--- src/rtl/gray_seq_pkg.sv ---
// Shared encodings and default sizes for the Gray-code sequencing controller.
// State and command values are fixed by the host-visible register map.
package gray_seq_pkg;

    localparam int unsigned DEF_WIDTH     = 8;
    localparam int unsigned DEF_DIV_W     = 28;
    localparam int unsigned DEF_DIV_VALUE = (1 << 25) - 1;

    typedef enum logic [1:0] {
        ST_IDLE = 2'b00,
        ST_RUN  = 2'b01,
        ST_STEP = 2'b10
    } state_e;

    typedef enum logic [1:0] {
        OP_STOP  = 2'b00,
        OP_RUN   = 2'b01,
        OP_STEP  = 2'b10,
        OP_CLEAR = 2'b11
    } cmd_op_e;

endpackage

--- src/rtl/gray_seq_ctrl_tick_prescaler.sv ---
// Programmable tick prescaler: one-cycle tick every (divisor+1) enabled cycles.
// Replaces the old derived slow clock with a clock-enable.
module tick_prescaler
    import gray_seq_pkg::*;
#(
    parameter int unsigned            DIV_W       = DEF_DIV_W,
    parameter logic [DIV_W-1:0]       DEFAULT_DIV = DIV_W'(DEF_DIV_VALUE)
) (
    input  logic             clk,
    input  logic             reset,
    input  logic             i_enable,
    input  logic             i_clear,
    input  logic             i_load,
    input  logic [DIV_W-1:0] i_load_value,
    output logic             o_tick
);

    logic [DIV_W-1:0] r_count;
    logic [DIV_W-1:0] r_div;

    // Compare against the divisor in force this cycle, so a load only affects later ticks.
    assign o_tick = i_enable && (r_count == r_div);

    always_ff @(posedge clk) begin
        if (!reset) begin
            r_count <= '0;
            r_div   <= DEFAULT_DIV;
        end else begin
            if (i_load) begin
                r_div <= i_load_value;
            end
            if (i_load || i_clear || !i_enable || o_tick) begin
                r_count <= '0;
            end else begin
                r_count <= r_count + DIV_W'(1);
            end
        end
    end

endmodule

--- src/rtl/gray_seq_ctrl.sv ---
// Command-driven Gray-code counter sequencer (RUN/STOP/STEP/CLEAR) with wrap reporting.
// Binary counter advances on prescaler ticks; count is its Gray encoding.
module gray_seq_ctrl
    import gray_seq_pkg::*;
#(
    parameter int unsigned      WIDTH       = DEF_WIDTH,
    parameter int unsigned      DIV_W       = DEF_DIV_W,
    parameter logic [DIV_W-1:0] DEFAULT_DIV = DIV_W'(DEF_DIV_VALUE)
) (
    input  logic             clk,
    input  logic             reset,
    input  logic             cmd_valid,
    output logic             cmd_ready,
    input  logic [1:0]       cmd_op,
    input  logic             div_load,
    input  logic [DIV_W-1:0] div_value,
    output logic [WIDTH-1:0] count,
    output logic             busy,
    output logic             wrap,
    output logic [1:0]       state
);

    state_e           r_state;
    state_e           w_next_state;
    logic             r_cmd_ready;
    logic             r_busy;
    logic             r_wrap;
    logic [WIDTH-1:0] r_bin;

    cmd_op_e w_op;
    logic    w_accept;
    logic    w_tick;
    logic    w_presc_en;
    logic    w_presc_clr;
    logic    w_clear_bin;
    logic    w_inc;

    assign w_op        = cmd_op_e'(cmd_op);
    assign w_accept    = cmd_valid && r_cmd_ready;
    assign w_presc_en  = (r_state != ST_IDLE);
    assign w_presc_clr = w_accept && (r_state == ST_RUN) &&
                         ((w_op == OP_STOP) || (w_op == OP_CLEAR));
    // CLEAR beats a coincident tick: no increment and therefore no wrap.
    assign w_clear_bin = w_accept && (w_op == OP_CLEAR);
    assign w_inc       = w_tick && !w_clear_bin;

    tick_prescaler #(
        .DIV_W       (DIV_W),
        .DEFAULT_DIV (DEFAULT_DIV)
    ) u_presc (
        .clk          (clk),
        .reset        (reset),
        .i_enable     (w_presc_en),
        .i_clear      (w_presc_clr),
        .i_load       (div_load),
        .i_load_value (div_value),
        .o_tick       (w_tick)
    );

    always_comb begin
        w_next_state = r_state;
        case (r_state)
            ST_IDLE: begin
                if (w_accept) begin
                    case (w_op)
                        OP_RUN:  w_next_state = ST_RUN;
                        OP_STEP: w_next_state = ST_STEP;
                        default: w_next_state = ST_IDLE;
                    endcase
                end
            end
            ST_RUN: begin
                if (w_accept) begin
                    case (w_op)
                        OP_STOP, OP_CLEAR: w_next_state = ST_IDLE;
                        OP_STEP:           w_next_state = ST_STEP;
                        default:           w_next_state = ST_RUN;
                    endcase
                end
            end
            ST_STEP: begin
                if (w_tick) begin
                    w_next_state = ST_IDLE;
                end
            end
            default: w_next_state = ST_IDLE;
        endcase
    end

    // Status outputs are registered from the next state so they align with it.
    always_ff @(posedge clk) begin
        if (!reset) begin
            r_state     <= ST_IDLE;
            r_busy      <= 1'b0;
            r_cmd_ready <= 1'b1;
        end else begin
            r_state     <= w_next_state;
            r_busy      <= (w_next_state != ST_IDLE);
            r_cmd_ready <= (w_next_state != ST_STEP);
        end
    end

    always_ff @(posedge clk) begin
        if (!reset) begin
            r_bin  <= '0;
            r_wrap <= 1'b0;
        end else begin
            r_wrap <= w_inc && (r_bin == '1);
            if (w_clear_bin) begin
                r_bin <= '0;
            end else if (w_inc) begin
                r_bin <= r_bin + WIDTH'(1);
            end
        end
    end

    assign count     = r_bin ^ (r_bin >> 1);
    assign busy      = r_busy;
    assign wrap      = r_wrap;
    assign cmd_ready = r_cmd_ready;
    assign state     = r_state;

endmodule

--- config.mk ---
export PLATFORM = sky130hd
export DESIGN_NAME = gray_seq_ctrl
export DESIGN_NICKNAME = d
export VERILOG_FILES = /design/src/rtl/gray_seq_pkg.sv /design/src/rtl/gray_seq_ctrl_tick_prescaler.sv /design/src/rtl/gray_seq_ctrl.sv
export SDC_FILE = /design/constraint.sdc
export NUM_CORES = 1
export LEC_CHECK = 0
export CAP_MARGIN = 20
export CORE_MARGIN = 4
export CORE_UTILIZATION = 55
export DETAILED_ROUTE_END_ITERATION = 12
export DONT_BUFFER_PORTS = 1
export PLACE_DENSITY = 0.75
export SYNTH_ARGS = -nofsm -noshare
export SYNTH_HDL_FRONTEND = slang
export SYNTH_SLANG_ARGS = --single-unit
export TNS_END_PERCENT = 10
--- constraint.sdc ---
create_clock -name clk -period 3.7 [get_ports clk]
set_input_delay 0.74 -clock clk [delete_from_list [all_inputs] [get_ports clk]]
set_output_delay 0.74 -clock clk [all_outputs]
set_load 0.01 [all_outputs]
==> impl_metrics.tcl, run 1 <==
set metrics [dict create \
    outcome "finished clean" \
    layout_setup_ws_ps 1550 \
    grt_pass1_wl_um 11600 \
    rr_startpoint "u_presc.r_count[18]" \
    crit_slowest_cell "or4_1" \
    grt-ovfl-total 0 \
    yosysWarnings 0 \
    nets 395 \
    finalCritPeriodShare_pct 58.2 \
    hp-start "reset" \
    synth_area_leaders "dfxtp_1, mux2i_1, xnor2_1" \
    critPathMaxStageDelay_ps 720 \
    holdPathEnd "u_presc.r_div[0]" \
    layout_commonest_cell "dfxtp_1" \
    areaGrowthSynthToFinish_pct 7.30 \
    fmaxAchievable_mhz 464 \
    vias_per_cell 5.63 \
    track_usage_pct 20.2 \
    io_buffers 0 \
    p_per_area_nw_per_um2 430 \
    routedWlPerCell_um 16.0 \
    ant_nets 0 \
    whs_path_depth 1 \
    post-route-util_pct 62.3 \
    gp_congestion 0.801 \
    yosysSeqAreaShare_pct 42.2 \
    slew_headroom_pct 65.9 \
    initial_core_util_pct 58.0 \
    antenna_found_initial 0 \
    synth_top_cell_area_share_pct 42.2 \
    required_ps 3970 \
    cts.sinks 69 \
    synth_top_area_cell "dfxtp_1" \
    cts.repair.resized 0 \
    cp_max_fo 10 \
    crit_chain "xnor2_1 > nand4_1 > or4_1 > or4_1 > a21oi_1" \
    hpwl_um 4800 \
    grt_pass1_vias 2404 \
    cp_common_cell "or4_1" \
    p_total_mw 1.51 \
    die-width_um 85.1 \
    crit_arrival_ps 2420 \
    final-hold-violation-count 0 \
    drt_iter0_drc 82 \
    netlist_area_um2 3270 \
    fin_skew_ps 6.60 \
    synth_nets 398 \
    r2r_end "r_bin[5]" \
    r2r_slack_ps 1550 \
    post_cts_buffers 0 \
    cts_made_buffers 9 \
    coreArea_um2 5640 \
    cp-end-kind "flop" \
    cap_viol_max_count 0 \
    r2r_cells 5 \
    avgSynthCellArea_um2 9.27 \
    maxSlewViolCount 0 \
    power_leakage_nw 1.28 \
    worstMarginPinSlew_ps 510 \
    pre_cts_ws_ps 1570 \
    h-tree-depth 3 \
    cts_tree "built" \
    mostFrequentLayoutCells "dfxtp_1, nand2_1, nor2_1, xnor2_1, mux2i_1" \
    num_rows 27 \
    synth_cell_types 32 \
    syn_inst 353 \
    fin_cells 427 \
    die-area_um2 7250 \
    drc 0 \
    holdCritPathClass "in -> reg" \
    die_h_um 85.1 \
    ctsLongestPathBuffers 2 \
    drive_above_1_share_pct 5.92 \
    dp.cells 411 \
    worstSetupStartpointType "flop" \
    clkTransAtPathRegs_ps 70 \
    path_class "reg -> reg" \
    grt_max_degree 36 \
    ir_worst_vdd_v 0.000211 \
    wl_um 6820 \
    hold_buffers 0 \
    rsz0062_at_grt "no" \
    cts_root_buf "clkbuf_8" \
    finalSetupViolCount 0 \
    dr.pass1.iters 4 \
    num_io_pins 47 \
    setup_tns_ps 0 \
    routed-via-count 2403 \
    ys_ff_latch 69 \
    clk_latency_ps 340 \
    fin_crit_ps 2150 \
    antenna_cells 0 \
]
[cell families after synthesis]
family	synth area share, %
adders and majority gates	4.20
xor gates and xnor gates	15.1
buffers and inverters	3.52
muxes	8.87
DFF	42.2
and+or+nand+nor	21.1
AOI/OAI and AO/OA	5.01
[worst max path at each step]
stage                         from           endpoint  depth (start not counted)
2_1_floorplan             div_load  u_presc.r_div[10]                          4
3_3_place_gp              state[1]           r_bin[7]                          4
3_5_place_dp   u_presc.r_count[18]           r_bin[5]                          5
4_1_cts        u_presc.r_count[17]           r_bin[5]                          5
5_1_grt        u_presc.r_count[17]           r_bin[5]                          5
6_report       u_presc.r_count[18]           r_bin[5]                          5
[metrics by stage]
stage          cell area, µm²  hold slack (ps)
6_report                 3510              466
5_1_grt                  3510              441
4_1_cts                  3510              446
3_5_place_dp             3300              462
3_3_place_gp             3300              453
2_1_floorplan            3270              437
[synthesized netlist by cell type]
| cell type | n |
|---|---|
| nand2_1 | 37 |
| xnor2_1 | 29 |
| o21ai_0 | 2 |
| or2_2 | 1 |
| buf_4 | 3 |
| and4_1 | 4 |
| nor4_1 | 8 |
| o21a_1 | 3 |
| clkbuf_2 | 1 |
| nand4_1 | 9 |
| inv_1 | 11 |
| o31ai_1 | 6 |
| a21oi_1 | 9 |
| clkbuf_1 | 11 |
| nor2_1 | 35 |
| xor2_1 | 22 |
| nor3_1 | 11 |
| o21ba_2 | 1 |
| o211a_1 | 1 |
| xnor2_2 | 3 |
| dfxtp_1 | 69 |
| nor3b_1 | 3 |
| and2_1 | 2 |
| mux2i_1 | 29 |
| ha_1 | 11 |
| o31ai_4 | 1 |
| buf_2 | 1 |
| nor2b_1 | 5 |
| or3_1 | 1 |
| nand3_1 | 13 |
| or4_1 | 8 |
| and3_1 | 3 |
[metal layers]
layer	track usage, %	routed length (µm)
met1	25.1	3050
met2	33.1	3290
met3	4.85	379
met4	9.35	105
met5	0	0
[where the power goes]
group / switching (mW) / internal, mW / total (mW) / leakage [nW]
Clock: 0.278 / 0.379 / 0.658 / 0.101
Combinational: 0.0295 / 0.0374 / 0.0668 / 0.618
Sequential: 0.0208 / 0.764 / 0.785 / 0.563
Total: 0.328 / 1.18 / 1.51 / 1.28
[worst max-delay path: cells and delay by family (launching register included)]
kind / cells / cell delay [ps]
DFF: 1 / 410
AOI/OAI and AO/OA: 1 / 140
xor gates and xnor gates: 1 / 160
and+or+nand+nor: 3 / 1380
[sequential cells by signal, indices dropped and copies added (netlist names)]
register	count
cmd_ready	1
u_presc.r_count	28
busy	1
r_bin	8
state	2
wrap	1
u_presc.r_div	28
[layout make-up]
type	count	area, µm²
Clock buffer	12	135
Inverter	11	41.3
Multi-Input combinational cell	257	1780
Tap cell	72	90.1
Fill cell	463	2130
Clock inverter	4	72.6
Sequential cell	69	1380
Timing Repair Buffer	2	15.0
No activity file was read; power rests on OpenSTA's default activity.
==> run 2, diff against run 1 <==
==> constraint.sdc (replaced) <==
create_clock -name clk -period 2 [get_ports clk]
set_input_delay 0.4 -clock clk [delete_from_list [all_inputs] [get_ports clk]]
set_output_delay 0.4 -clock clk [all_outputs]
set_load 0.01 [all_outputs]
==> run 2 against run 1 <==
Net effect:
- total power is 96% higher
- global-route usage up 1.6 points
- largest cell class unchanged
- clock power is 110% higher
- routed wire length increased by 8.5%
==> impl_metrics.tcl, run 2 (synthesized netlist as in run 1, its figures left out) <==
set metrics [dict create \
    grt-ovfl-total 0 \
    wl_um 7400 \
    worstSetupStartpointType "flop" \
    routedWlPerCell_um 16.3 \
    num_io_pins 47 \
    routed-via-count 2503 \
    crit_arrival_ps 2230 \
    top_regs "u_presc.r_count: 28 flops, u_presc.r_div: 28 flops, r_bin: 8 flops" \
    required_ps 2260 \
    ant_nets 0 \
    rr_startpoint "u_presc.r_div[14]" \
    crit_chain "xnor2_2 > nand4_1 > or4_4 > or4_1 > a21oi_1" \
    grt_max_degree 36 \
    critPathMaxStageDelay_ps 610 \
    drive_above_1_share_pct 15.4 \
    setup_tns_ps 0 \
    finalCritPeriodShare_pct 98.5 \
    placed_cell_area_um2 3500 \
    fmaxAchievable_mhz 508 \
    seq_area_um2 1390 \
    initial_core_util_pct 58.0 \
    layout_commonest_cell "dfxtp_1" \
    final-hold-violation-count 0 \
    fin_crit_ps 1970 \
    multiInputGateArea_um2 1800 \
    io_buffers 0 \
    cts_tree "built" \
    layout_setup_ws_ps 30.3 \
    crit_end "r_bin[5]" \
    gp_congestion 0.859 \
    startpoint "u_presc.r_div[14]" \
    critical_path_cell_count 5 \
    grt_pass1_vias 2562 \
    p_per_area_nw_per_um2 780 \
    rsz0062_at_grt "yes" \
    coreArea_um2 5640 \
    hold_buffers 0 \
    antenna_found_initial 0 \
    antenna_cells 0 \
    crit_slowest_cell "or4_4" \
    nets 423 \
    worstMarginPinSlew_ps 437 \
    dr.pass1.iters 4 \
    fill_cells 450 \
    pre_cts_ws_ps -59.6 \
    track_usage_pct 21.8 \
    cts_made_buffers 9 \
    h-tree-depth 3 \
    clkTransAtPathRegs_ps 70 \
    cp-end-kind "flop" \
    path_buf_inv 0 \
    finalSetupViolCount 0 \
    cts_root_buf "clkbuf_8" \
    maxSlewViolCount 0 \
    drt_iter0_drc 107 \
    vias_per_cell 5.50 \
    critical_path.top_delay_family "simple AND/OR/NAND/NOR gates" \
    slew_headroom_pct 70.8 \
    r2r_cells 5 \
    fin_skew_ps 7.85 \
    die-area_um2 7250 \
    hold_slack_ps 124 \
    p_total_mw 2.96 \
    die-width_um 85.1 \
    clk_latency_ps 340 \
    path_class "reg -> reg" \
    cap_viol_max_count 0 \
    fin_cells 455 \
    holdCritPathClass "in -> reg" \
    r2r_slack_ps 30 \
    hpwl_um 5130 \
    die_h_um 85.1 \
    num_rows 27 \
    mostFrequentLayoutCells "dfxtp_1, nand2_1, nor2_1, xnor2_1, mux2i_1" \
    power_leakage_nw 1.46 \
    ir_worst_vdd_v 0.000535 \
    grt_pass1_wl_um 12400 \
    areaGrowthSynthToFinish_pct 16.1 \
    post-route-util_pct 67.3 \
    cts.sinks 69 \
    r2r_end "r_bin[5]" \
    outcome "finished clean" \
    ctsLongestPathBuffers 2 \
    cp_max_fo 9 \
    fin_area_um2 3800 \
    drc 0 \
    dp.cells 436 \
]
run 2: cell count changes in the layout (fill, tap and decap cells not counted), moves of 2 or more:
cell / before / now
buf_4: 2 / 28
dfxtp_1: 69 / 65
dfxtp_2: 0 / 4
or4_1: 8 / 6
or4_4: 0 / 2
run 2: where the power goes:
group | leakage (nW) | internal, mW | switching (mW)
combinational | 0.772 | 0.0778 | 0.0631
clock | 0.121 | 0.862 | 0.516
sequential | 0.563 | 1.41 | 0.0306
run 2: worst reg2reg max path, delay by kind of cell, from the launching register on:
| family | cells | cell delay [ps] |
|---|---|---|
| and+or+nand+nor | 3 | 1220 |
| AOI/OAI and AO/OA | 1 | 170 |
| xor gates and xnor gates | 1 | 120 |
| DFF | 1 | 370 |
run 2: how the worst min path moves through the flow:
stage	slack (ps)	startpoint	to	cells past startpoint
finish	120	reset	u_presc.r_div[23]	1
global route	90	reset	u_presc.r_div[2]	1
CTS	100	reset	u_presc.r_div[23]	1
detailed placement	460	u_presc.r_count[0]	u_presc.r_count[0]	1
global placement	450	u_presc.r_count[0]	u_presc.r_count[0]	1
floorplan	440	u_presc.r_count[0]	u_presc.r_count[0]	1
run 2: per-layer routing:
| layer | GRT usage [%] | up-vias | wire, µm |
|---|---|---|---|
| met4 | 7.91 | 0 | 130 |
| li1 | - | 1253 | - |
| met2 | 35.1 | 52 | 3550 |
| met5 | 0 | - | 0 |
| met1 | 27.1 | 1184 | 3340 |
| met3 | 7.48 | 14 | 382 |
run 2: cell type report:
class | count | share of cell area (%)
clock inverters | 4 | 2.50
inverters | 11 | 1.09
repair buffers | 30 | 6.36
well taps | 72 | 2.37
multi-input cells | 257 | 47.4
clock buffers | 12 | 3.82
flip-flops and latches | 69 | 36.5
run 2: timing repair:
item,4_1_cts,5_1_grt
setup endpoints to repair,6,35
setup buffers,3,0
pin swaps,2,1
resized for setup,5,5
